[src/rtl/neuron_integrate_if.sv]
// rtl/neuron_integrate_if.sv - weight-row read bus and lateral-inhibition handshake
interface neuron_integrate_if #(
    parameter int N  = 8,
    parameter int M  = 16,
    parameter int WW = 8
);
    localparam int AW = (M > 1) ? $clog2(M) : 1;

    logic [AW-1:0]   w_addr;
    logic            w_rd_en;
    logic [N*WW-1:0] w_data;
    logic            start_li;
    logic            valid_li;
    logic            first_spike;

    modport master (
        output w_addr, w_rd_en, start_li,
        input  w_data, valid_li, first_spike
    );

    modport slave (
        input  w_addr, w_rd_en, start_li,
        output w_data, valid_li, first_spike
    );
endinterface

[src/rtl/neuron_integrate.sv]
// rtl/neuron_integrate.sv - per-timestep synaptic integration with saturation, leak and inhibition reset
module neuron_integrate #(
    parameter int W    = 24,
    parameter int N    = 8,
    parameter int M    = 16,
    parameter int WW   = 8,
    parameter int LEAK = 1
) (
    input  logic                 clk,
    input  logic                 rst,
    input  logic                 start,
    input  logic                 clear,
    input  logic [M-1:0]         spike_in,
    neuron_integrate_if.master   wb,
    output logic [N*W-1:0]       potentials,
    output logic                 busy,
    output logic                 done
);
    localparam int            AW     = (M > 1) ? $clog2(M) : 1;
    localparam logic [W-1:0]  LEAK_W = W'(LEAK);
    localparam logic [AW-1:0] LAST   = AW'(M - 1);

    typedef enum logic [2:0] {
        S_IDLE    = 3'd0,
        S_ACC     = 3'd1,
        S_DRAIN   = 3'd2,
        S_LEAK    = 3'd3,
        S_FIRE    = 3'd4,
        S_WAIT_LI = 3'd5,
        S_FINISH  = 3'd6
    } state_t;

    state_t         state_q, state_d;
    logic [AW-1:0]  idx_q, idx_d;
    logic [M-1:0]   spk_q, spk_d;
    logic           pv_q, pv_d;
    logic [AW-1:0]  pidx_q, pidx_d;
    logic [N*W-1:0] pot_q, pot_d;
    logic [N*W-1:0] acc_pot;
    logic [N*W-1:0] leak_pot;
    logic [W:0]     sum;
    logic           rd_en, li_pulse;

    // Saturating row add and floor-at-zero leak, both per neuron
    always_comb begin
        acc_pot  = '0;
        leak_pot = '0;
        sum      = '0;
        for (int n = 0; n < N; n++) begin
            sum = {1'b0, pot_q[n*W +: W]} + {{(W+1-WW){1'b0}}, wb.w_data[n*WW +: WW]};
            acc_pot[n*W +: W]  = sum[W] ? {W{1'b1}} : sum[W-1:0];
            leak_pot[n*W +: W] = (pot_q[n*W +: W] >= LEAK_W) ? (pot_q[n*W +: W] - LEAK_W) : '0;
        end
    end

    always_comb begin
        state_d  = state_q;
        idx_d    = idx_q;
        spk_d    = spk_q;
        pv_d     = 1'b0;
        pidx_d   = pidx_q;
        pot_d    = pot_q;
        rd_en    = 1'b0;
        li_pulse = 1'b0;
        busy     = 1'b0;
        done     = 1'b0;
        case (state_q)
            S_IDLE: begin
                if (clear) pot_d = '0;
                if (start) begin
                    spk_d   = spike_in;
                    idx_d   = '0;
                    state_d = S_ACC;
                end
            end
            S_ACC: begin
                busy   = 1'b1;
                rd_en  = 1'b1;
                pv_d   = 1'b1;
                pidx_d = idx_q;
                if (pv_q && spk_q[pidx_q]) pot_d = acc_pot;
                // idx parks on the last row so w_addr holds after the burst
                if (idx_q == LAST) state_d = S_DRAIN;
                else               idx_d   = idx_q + 1'b1;
            end
            S_DRAIN: begin
                busy = 1'b1;
                if (pv_q && spk_q[pidx_q]) pot_d = acc_pot;
                state_d = S_LEAK;
            end
            S_LEAK: begin
                busy    = 1'b1;
                pot_d   = leak_pot;
                state_d = S_FIRE;
            end
            S_FIRE: begin
                busy     = 1'b1;
                li_pulse = 1'b1;
                state_d  = S_WAIT_LI;
            end
            S_WAIT_LI: begin
                busy = 1'b1;
                if (wb.valid_li) begin
                    if (wb.first_spike) pot_d = '0;
                    state_d = S_FINISH;
                end
            end
            S_FINISH: begin
                busy    = 1'b1;
                done    = 1'b1;
                state_d = S_IDLE;
            end
            default: state_d = S_IDLE;
        endcase
    end

    always_ff @(posedge clk) begin
        if (rst) begin
            state_q <= S_IDLE;
            idx_q   <= '0;
            spk_q   <= '0;
            pv_q    <= 1'b0;
            pidx_q  <= '0;
            pot_q   <= '0;
        end else begin
            state_q <= state_d;
            idx_q   <= idx_d;
            spk_q   <= spk_d;
            pv_q    <= pv_d;
            pidx_q  <= pidx_d;
            pot_q   <= pot_d;
        end
    end

    assign wb.w_addr   = idx_q;
    assign wb.w_rd_en  = rd_en;
    assign wb.start_li = li_pulse;
    assign potentials  = pot_q;
endmodule

[src/flat_wrapper.sv]
// flat-port wrapper written by rule: the top's interface ports become plain ports
module neuron_integrate_flat 
#(
    parameter int W    = 24,
    parameter int N    = 8,
    parameter int M    = 16,
    parameter int WW   = 8,
    parameter int LEAK = 1
)
  (clk, rst, start, clear, spike_in, potentials, busy, done, wb_w_addr, wb_w_rd_en, wb_start_li, wb_w_data, wb_valid_li, wb_first_spike);
  neuron_integrate_if #(.N(N), .M(M), .WW(WW)) wb_i ();
  input  logic clk;
  input  logic rst;
  input  logic start;
  input  logic clear;
  input  logic [M-1:0] spike_in;
  output logic [N*W-1:0] potentials;
  output logic busy;
  output logic done;
  output wire logic [$bits(wb_i.w_addr)-1:0] wb_w_addr;
  output wire logic [$bits(wb_i.w_rd_en)-1:0] wb_w_rd_en;
  output wire logic [$bits(wb_i.start_li)-1:0] wb_start_li;
  input wire logic [$bits(wb_i.w_data)-1:0] wb_w_data;
  input wire logic [$bits(wb_i.valid_li)-1:0] wb_valid_li;
  input wire logic [$bits(wb_i.first_spike)-1:0] wb_first_spike;
  assign wb_w_addr = wb_i.w_addr;
  assign wb_w_rd_en = wb_i.w_rd_en;
  assign wb_start_li = wb_i.start_li;
  assign wb_i.w_data = wb_w_data;
  assign wb_i.valid_li = wb_valid_li;
  assign wb_i.first_spike = wb_first_spike;
  neuron_integrate #(.W(W), .N(N), .M(M), .WW(WW), .LEAK(LEAK)) u_core (.clk(clk), .rst(rst), .start(start), .clear(clear), .spike_in(spike_in), .wb(wb_i), .potentials(potentials), .busy(busy), .done(done));
endmodule
[config.mk]
export PLATFORM = sky130hd
export DESIGN_NAME = neuron_integrate_flat
export DESIGN_NICKNAME = d
export VERILOG_FILES = /design/src/rtl/neuron_integrate_if.sv /design/src/rtl/neuron_integrate.sv /design/src/flat_wrapper.sv
export SDC_FILE = /design/constraint.sdc
export NUM_CORES = 1
export LEC_CHECK = 0
export BUFFER_PORTS_ARGS = -buffer_cell sky130_fd_sc_hd__buf_2
export CORE_ASPECT_RATIO = 0.6
export CORE_MARGIN = 10
export CORE_UTILIZATION = 40
export DETAILED_ROUTE_END_ITERATION = 16
export PLACE_DENSITY = 0.67
export SYNTH_ARGS = -nofsm -noshare
export SYNTH_HDL_FRONTEND = slang
export SYNTH_SLANG_ARGS = --single-unit
export TNS_END_PERCENT = 100
[constraint.sdc]
create_clock -name clk -period 8.5 [get_ports clk]
set_input_delay 0.425 -clock clk [delete_from_list [all_inputs] [get_ports clk]]
set_output_delay 0.425 -clock clk [all_outputs]
set_load 0.02 [all_outputs]
# --- Word level (Yosys, flattened, before mapping) ---
# Index checks and enable logic that the tools add are counted.
op_classes:
  add_sub_neg: 17
  order_cmp: 9
  n_eq_ne: 14
  n_mux: 34
  reduce_logical: 10
ops:
  columns: ["cell", "n"]
  rows:
  - ["$mux 192", 4]
  - ["$pmux 192 s4", 1]
  - ["$mux 24", 16]
  - ["$add 24x8->25", 8]
  - ["$ge 24x1->1 const B", 8]
  - ["$sub 24x1->24 const B", 8]
  - ["$pmux 3 s6", 1]
  - ["$ne 2x2->1 const B", 5]
  - ["$eq 3x3->1 const B", 3]
  - ["$mux 3", 3]
  - ["$mux 4", 2]
  - ["$pmux 4 s2", 1]
  - ["$eq 3x2->1 const B", 2]
  - ["$reduce_and 3->1", 2]
  - ["$reduce_or 6->1", 1]
  - ["$lt 4x5->1 const B", 1]
  - ["$mux 1", 5]
  - ["$reduce_and 5->1", 1]
  - ["$add 4x1->4 const B", 1]
  - ["$bmux 1 s4", 1]
  - ["$eq 4x4->1 const B", 1]
  - ["$ne 2x1->1 const B", 2]
  - ["$reduce_bool 4->1", 1]
  - ["$eq 3x1->1 const B", 1]
  - ["5 further kinds", 5]
totals:
  regBits: 220
  out_inout_bits: 200
  elab_cells: 90

# --- Longest topological paths before layout ---
# Gate-level depths: netlist (run 1).
depth:
  ltp_word: 5
  ltp_mapped: 11
  depth_no_buf: 9

# --- Least setup slack after synthesis (run 1) ---
# No wires, ideal clock.
synth_timing:
  kind: "register to register"
  from: "register u_core.pot_q[49] (netlist: u_core.potentials[49])"
  to: "register u_core.pot_q[59] (netlist: u_core.potentials[59])"
  setup_time_ns: 0.134
  t_arrival_ns: 2.678
  t_required_ns: 8.366
  path_slack_ns: 5.689
  path_stages_with_launch: 11
  n_path_buf: 2
  path_cell_list: "dfxtp_1 -> inv_1 -> ha_1 -> or3b_2 -> or3_1 -> o31ai_1 -> clkbuf_1 -> buf_2 -> o32ai_1 -> a22oi_1 -> o32ai_1"
synth_between:
  elab_chain_cells: 4
  word_cells_on_any_way: 7
  cone_classes: "2 x add/sub; 1 x order compare; 4 x mux"
synth_lines:
  columns: ["item", "line", "source"]
  rows:
  - ["start: declaration", "neuron_integrate.sv:38", "logic [N*W-1:0] pot_q, pot_d;"]
  - ["start signal: assignment", "neuron_integrate.sv:131", "pot_q <= pot_d;"]
  - ["$add 24x8->25", "neuron_integrate.sv:50", "sum = {1'b0, pot_q[n*W +: W]} + {{(W+1-WW){1'b0}}, wb.w_data[n*WW +: WW]};"]
  - ["$mux 24", "neuron_integrate.sv:51", "acc_pot[n*W +: W] = sum[W] ? {W{1'b1}} : sum[W-1:0];"]
  - ["$mux 192", "neuron_integrate.sv:81, neuron_integrate.sv:88", null]
  - ["$pmux 192 s4 *", "neuron_integrate.sv:67", "case (state_q)"]
# Mark *: on every way between the ends. The rest lies on a longest branch, timed or not. The select of a mux whose other input is x is not followed.
# A chain may end at the register's enable or synchronous reset.

# --- Worst setup path after layout (run 1) ---
layout_timing:
  from: "register u_core.state_q[1]"
  to: "register u_core.pot_q[126] (netlist: u_core.potentials[126])"
layout_between:
  elab_chain_cells: 4
  word_cells_on_any_way: 13
  cone_classes: "8 x eq/ne; 1 x mux; 4 x reduce/logical"
layout_lines:
  columns: ["item", "line", "source"]
  rows:
  - ["start: declaration", "neuron_integrate.sv:33", "state_t state_q, state_d;"]
  - ["start signal: assignment", "neuron_integrate.sv:126", "state_q <= state_d;"]
  - ["$eq 3x1->1 / $eq 3x2->1 (equally long branches)", "neuron_integrate.sv:67", null]
  - ["$reduce_or 2->1 (no source line)", null, null]
  - ["$ne 2x1->1 (no source line) / $reduce_bool 4->1 (equally long branches)", null, null]
  - ["$reduce_and 5->1 (no source line)", null, null]
# Parallel ways exist; a longest one is shown, timed or not.

==> run metrics, run 1 <==
Filler cells=4,782; Crit path max-delay family=simple AND/OR/NAND/NOR gates; num rows=61; Initial Util=approximately two fifths; All-Layer GR Usage=24.3%; period utilisation layout=51.1%; Primary FF master, synth=dfxtp_1; CTS sink cnt=220; first-pass GRT wire length=between 100 and 150 mm; Rel. slew slack=10.1%; hold crit path type=in2reg; Syn Area/Cell=7.08 um2; TritonRoute pass-1 iters=8; cells after synthesis=roughly 2,700; Critical-path top delay cell=buf_4; Synth cell types=92; Remaining DRCs=0; commonest cells in the netlist=o21ai_0, a21oi_1, nand2_1, dfxtp_1, nor2_1; delay of the slowest critical-path stage=0.88 ns; setup violators final=0; Synth warnings=0; outcome=finished, final reports clean; Post-CTS Setup Bufs=0; Chip Width=301 um; Final Net Count=2,970; #FFs+latches synth=220; antenna violations before repair=2; hold_ws=0.124 ns; # hold bufs at CTS=0; Yosys top cell by area=dfxtp_1; number of I/O port buffers=285; arrival time worst endpoint=between 4 and 5 ns; post-synthesis sequential area ratio=23.3%; Leak=between 8 and 9 nW; Final Util=about 46%; GP Congestion=0.941; H-tree levels=1; Area contributors post-synth=dfxtp_1, o21ai_0, a21oi_1, ha_1, nand2_1; count leader, synth=o21ai_0; min Tclk post-route=4.34 ns; Area Growth Syn to Fin=12.7%; RSZ-0062 raised after global routing=no; Data required, critical path=approximately 9 ns; max-slew violations=0; max-cap violation count=0; pwr/cell area=~140 nW/um2; crit-path cells=xnor2_1 > nor2_4 > nor2_1 > nor3_4 > buf_4 > buf_4 > nor2_4 > o21ai_0 > o21ai_0; WP buf/inv=2; Post-Route Skew=0.0270 ns; ys async rst share=0%; R2R depth=9; proportion of layout cells with a drive suffix above 1=14.7%; Iter 0 DRT Violations=2,871; setup TNS=0 ns; dpl hpwl=51.4 mm; VDD IR max=0.000118 V; PostCTS Resize Cnt=0; Max FO, Critical Path=between 80 and 90; Tightest Pin Transition=1.34 ns; Worst setup EP type=register; WHS Path Cells=3; cts bufs inserted=24; drt wl/cell=21.5 um; worst reg-to-reg setup slack=4.16 ns; GRT overflow=0; vias per inst=6.47; synthesized area=18,900 um2; CORE AREA=46,600 um2; IO Count=286; Die ar.=56,700 um2; Placed Area=roughly 20,000 um2; Die Y=189 um; vias in the first global route=about 20,000; Final Hold Viols=0; Worst-path clk slew=about 0.060 ns; post-route ant nets=0; WL final=73.9 mm; CTS tree=built; largest net degree at the start of global routing=93; syn_nets=approximately 2,800; final instance area=21,300 um2; Crit Path Category=reg2reg; via count=22,274; fmax=0.230 GHz; area share of the largest cell type after synthesis=23.3%; clk_lat worst skew=0.55 ns; EDFF count, synth=0; critical path depth in cells=9; root buffer cell=clkbuf_16; Bufs on Longest Clock Path=3; CP Launch Type=register
final cells by class:
type	count	area, um2	share of cell area, %
Inverter	55	206	0.967
Multi-Input combinational cell	2185	13600	63.5
Antenna cell	1	2.50	0.0117
Clock inverter	4	47.5	0.223
Clock buffer	37	721	3.38
Tap cell	630	788	3.69
Sequential cell	220	4400	20.6
Timing Repair Buffer	309	1610	7.56
per-layer routing:
layer / share of wire, % / global-route usage, % / vias up
li1: - / - / 10355
met1: 43 / 34.0 / 10437
met2: 42 / 35.6 / 1337
met3: 12 / 6.77 / 145
met4: 3.0 / 7.08 / 0
met5: 0 / 0 / -
report_power, final:
part	internal (mW)	leakage, nW	total (mW)	switching, mW
sequential	1.06	1.78	1.10	0.0461
combinational	0.254	6.14	0.786	0.532
clock	0.611	0.374	1.08	0.472
total	1.92	8.29	2.97	1.05
worst reg2reg max path, stage by stage, from the launching register on:
cell	delay, ns
dfxtp_1	0.62
xnor2_1	0.24
nor2_4	0.87
nor2_1	0.21
nor3_4	0.17
buf_4	0.45
buf_4	0.89
nor2_4	0.42
o21ai_0	0.18
o21ai_0	0.11
state kept, by name, indices dropped and copies added (netlist names):
name               cells
u_core.pidx_q          4
u_core.potentials    192
u_core.pv_q            1
u_core.spk_q          16
u_core.state_q         3
u_core.wb.w_addr       4
worst paths after layout:
kind                                        start                     end
worst min-delay path                  spike_in[4]         u_core.spk_q[4]
worst max register to register  u_core.state_q[1]  u_core.potentials[126]
worst min register to register   u_core.spk_q[10]        u_core.spk_q[10]
worst max-delay path            u_core.state_q[1]  u_core.potentials[126]
through the flow:
stage | std cells | worst slack (ns) | power [mW]
6_report | 3441 | 4.16 | 2.97
4_1_cts | 3440 | 4.24 | 2.97
3_3_place_gp | 3399 | 4.35 | 1.87
5_1_grt | 3441 | 3.90 | 3.12
3_5_place_dp | 3399 | 4.24 | 1.89
2_1_floorplan | 2674 | 5.69 | 1.66
cell usage in the layout, fill, tap and decap left out, types with 18 or more instances in the layout:
cell	count
o211ai_1	31
or4_1	27
a32o_1	27
buf_2	284
and2_1	23
or3_1	37
and3_1	25
nor3_1	110
o21ai_0	309
nand2_1	237
nand3_1	102
nor4_1	53
o21a_1	19
nor2_1	201
o31ai_1	18
mux2i_1	33
o22ai_1	47
buf_4	24
ha_1	81
nand4_1	36
xnor2_1	43
clkbuf_16	25
a21oi_1	274
xor2_1	39
dfxtp_1	220
inv_1	53
a21o_1	22
a211oi_1	32
a22oi_1	20
a31oi_1	34
logic make-up (layout without fill, tap and decap cells):
kind of cell	after synthesis	in the layout	share of synthesized area, %
multiplexers	40	40	2.16
AND/OR/NAND/NOR	974	974	26.0
other	0	1	0
buffers and inverters	269	405	5.51
XOR/XNOR	82	82	3.79
flip-flops	220	220	23.3
adder cells (fa/ha/maj)	89	89	6.20
AO/OA/AOI/OAI	1000	1000	33.1
Note: power is estimated with default switching activity, not from simulation.
==> inputs of run 2 (changes only) <==
--- a/config.mk
+++ b/config.mk
@@ -5,12 +5,13 @@
 export SDC_FILE = /design/constraint.sdc
 export NUM_CORES = 1
 export LEC_CHECK = 0
+export ABC_AREA = 1
 export BUFFER_PORTS_ARGS = -buffer_cell sky130_fd_sc_hd__buf_2
 export CORE_ASPECT_RATIO = 0.6
 export CORE_MARGIN = 10
 export CORE_UTILIZATION = 40
 export DETAILED_ROUTE_END_ITERATION = 16
-export PLACE_DENSITY = 0.67
+export PLACE_DENSITY = 0.66
 export SYNTH_ARGS = -nofsm -noshare
 export SYNTH_HDL_FRONTEND = slang
 export SYNTH_SLANG_ARGS = --single-unit
==> constraint.sdc (replaced) <==
create_clock -name clk -period 4.3 [get_ports clk]
set_input_delay 0.215 -clock clk [delete_from_list [all_inputs] [get_ports clk]]
set_output_delay 0.215 -clock clk [all_outputs]
set_load 0.02 [all_outputs]
==> run 2 against run 1 <==
- sequential power rose to 4.1 times the previous value
- synthesized cell count rose by 76%
- critical path depth rose by 3
- combinational power rose to 17 times the previous value
- routed wire length rose by 28%
- first-iteration DRC count rose by 30%
- largest cell class unchanged
==> run metrics, run 2 <==
vias per inst=5.24 (-19%); max-cap violation count=0 (unchanged); Post-Synth Adder-Cell Area=4.77% (-1.4 points); area share of the largest cell type after synthesis=25.9% (+2.7 points); Critical-path top delay cell=nand4_1; ANT cells=0 (-1); Max FO, Critical Path=13 (-85%); max FFs per register=192 (unchanged); post-synthesis compound-gate area fraction=4.46% (-29 points); root buffer cell=clkbuf_16; sw power=12.2 mW (+1100%); Iter 0 DRT Violations=3,739 (+30%); pwr/cell area=753 nW/um2 (+440%); arrival time worst endpoint=3.40 ns (-1.30 ns); Chip Width=340 um (+13%); cts bufs inserted=28 (+17%); Die ar.=72,100 um2 (+27%); GP Congestion=1.00 (+6.5%); internal power=8.60 mW (+350%); syn_nets=4,878 (+71%); Crit Path Category=reg2reg; Worst setup EP type=register; VDD IR max=0.000596 V (+400%); #FFs+latches synth=220 (unchanged); # hold bufs at CTS=17 (+17); WHS Path Cells=6 (+3); Worst-path clk slew=0.07 ns (about the same); Critical Path Most Common Cell=nand2_1; crit-path cells=ha_1 > fa_1 > nand3_1 > nand2_1 > nand2_1 > nand2_2 > nand4_1 > inv_1 > o21ai_0 > nand2_1 > nor2_1 > nor2_1; proportion of layout cells with a drive suffix above 1=8.14% (-6.5 points); Post-CTS Setup Bufs=0 (unchanged); CP Launch Type=register; Synth warnings=0 (unchanged); max-slew violations=0 (unchanged); synthesized area=24,600 um2 (+30%); CTS tree=built; Worst Setup Slack post-DPL=1.52 ns (-2.71 ns); All-Layer GR Usage=24.9% (+0.58 points); number of I/O port buffers=285 (unchanged); main combinational cell family by area after synthesis=simple AND/OR/NAND/NOR gates; drt wl/cell=16.5 um (-23%); count leader, synth=nand2_1; Filler cells=6,773 (+42%); delay of the slowest critical-path stage=0.54 ns (-0.34 ns); CTS sink cnt=220 (unchanged); min Tclk post-route=2.86 ns (-1.48 ns); XOR/XNOR share of the synthesized area=5.02% (+1.2 points); worst reg-to-reg setup slack=1.44 ns (-2.72 ns); most common cell after layout, fill and taps aside=nand2_1; WHS Endpoint=u_core.potentials[144]; Remaining DRCs=0 (unchanged); Initial Util=40.4% (-0.28 points); R2R depth=12 (+3); first-pass GRT wire length=149 mm (+29%); reg2reg start=u_core.potentials[96]; via count=30,102 (+35%); Placed Area=26,400 um2 (+29%); sw frac=58.6% (+23 points); commonest non-fill, non-tap cells in the layout=nand2_1, nor2_1, nand3_1; endpoint of the worst register-to-register path=u_core.potentials[100]; hold crit path type=in2reg; Die Y=212 um (+12%); WL final=94.7 mm (+28%); final non-filler cell total=5,743 (+67%); num rows=70 (+15%); Leak=15.4 nW (+86%); largest net degree at the start of global routing=119 (+28%); commonest cells in the netlist=nand2_1, nor2_1, nand3_1, inv_1, dfxtp_1; Final Net Count=5,068 (+71%); Yosys top cell by area=nand2_1; TritonRoute pass-1 iters=7 (-1); final instance area=27,600 um2 (+29%); EDFF count, synth=0 (unchanged); Area Growth Syn to Fin=12.2%; setup violators final=0 (unchanged); Post-Place Cells=5,674 (+67%); setup TNS=0 ns (unchanged); cells after synthesis=4,703 (+76%); ys async rst share=0% (unchanged); combined area of the multi-input logic cells=17,400 um2 (+29%); Rel. slew slack=23.4% (+13 points); PostCTS Resize Cnt=0 (unchanged); dpl hpwl=70.3 mm (+37%); Logic pwr share=65.5% (+39 points); Area contributors post-synth=nand2_1, dfxtp_1, nor2_1, nand3_1, inv_1; Bufs on Longest Clock Path=3 (unchanged); Synth Area in Simple Gates=56.5% (+31 points); FF+latch area=4400 um2 (unchanged); outcome=finished, final reports clean; period utilisation layout=66.6% (+16 points); fmax=0.349 GHz (+52%); Data required, critical path=4.84 ns (-4.02 ns); RSZ-0062 raised after global routing=no; Clk pwr share=12.7% (-24 points); Syn Area/Cell=5.23 um2 (-26%); Crit. Startpoint=u_core.potentials[96]; Post-Route Skew=0.0282 ns (+0.00120 ns); antenna violations before repair=0 (-2); H-tree levels=1 (unchanged); post-synthesis sequential area ratio=17.9% (-5.3 points); post-route ant nets=0 (unchanged); vias in the first global route=26,338 (+29%); GRT overflow=0 (unchanged); worst setup margin=1.44 ns (-2.72 ns); mux contribution to synthesized area=0% (-2.2 points); IO Count=286 (unchanged); hold path start=wb_w_data[48]; Synth cell types=41 (-55%); clk_lat worst skew=0.60 ns (+0.05 ns); Final Hold Viols=0 (unchanged); Seq pwr share=21.8% (-15 points); Primary FF master, synth=dfxtp_1; Tightest Pin Transition=1.15 ns (-0.191 ns); CORE AREA=60,900 um2 (+31%)
## run 2: cell types whose count changed after synthesis, sizes merged, moves of 168 or more
cell	delta
o21ai	-168
nor2	+674
nand2	+1467
nand3	+500
inv	+462
a21oi	-222
## run 2: per-layer routing
layer	vias to the layer above	wire, um	global-route usage, %
met2	1485	35600	33.4
met4	0	1260	3.46
li1	15086	-	-
met3	90	11200	6.24
met1	13441	46600	39.0
met5	-	0	0
## run 2: layout make-up
cell class	instances	area share, %
Sequential cell	220	16.0
Tap cell	828	3.75
Timing Repair Buffer	320	6.41
Inverter	519	7.10
Clock buffer	40	2.85
Multi-Input combinational cell	3804	63.2
Clock inverter	12	0.730
## run 2: how the worst max path moves through the flow
stage,endpoint,slack [ns],cells past startpoint
after floorplan,u_core.potentials[128],2.09,13
after global placement,u_core.potentials[97],1.57,12
after detailed placement,u_core.potentials[100],1.52,12
after CTS,u_core.potentials[100],1.50,12
after global routing,u_core.potentials[100],1.15,12
final,u_core.potentials[100],1.44,12
## run 2: stage by stage
stage	util, %	total power, mW	hold WS [ns]
floorplan	-	13.9	0.408
CTS	45.3	20.5	0.0462
global placement	43.4	17.7	0.446
finish	45.3	20.8	0.0994
global route	45.3	22.7	0.135
detailed placement	43.4	17.8	0.447
## run 2: power groups by stage
stage / registers [mW] / clock network (mW) / logic, mW
after CTS: 4.43 / 2.72 / 13.4
after detailed placement: 4.46 / 0 / 13.3
final: 4.52 / 2.65 / 13.6
after global placement: 4.46 / 0 / 13.2
after floorplan: 4.54 / 0 / 9.37
after global routing: 4.62 / 2.79 / 15.3
## run 2: worst max-delay path: cells and delay by family (launching register included)
kind	cells	cell delay [ns]
and+or+nand+nor	8	1.29
AOI/OAI and AO/OA	1	0.14
adders and majority gates	2	0.52
DFF	1	0.40
buffers and inverters	1	0.47
## run 2: logic make-up (layout without fill, tap and decap cells)
logic type	Yosys count	after routing
AO/OA/AOI/OAI	213	213
XOR/XNOR	141	141
adder cells (fa/ha/maj)	89	89
buffers and inverters	679	891
flip-flops	220	220
AND/OR/NAND/NOR	3361	3361
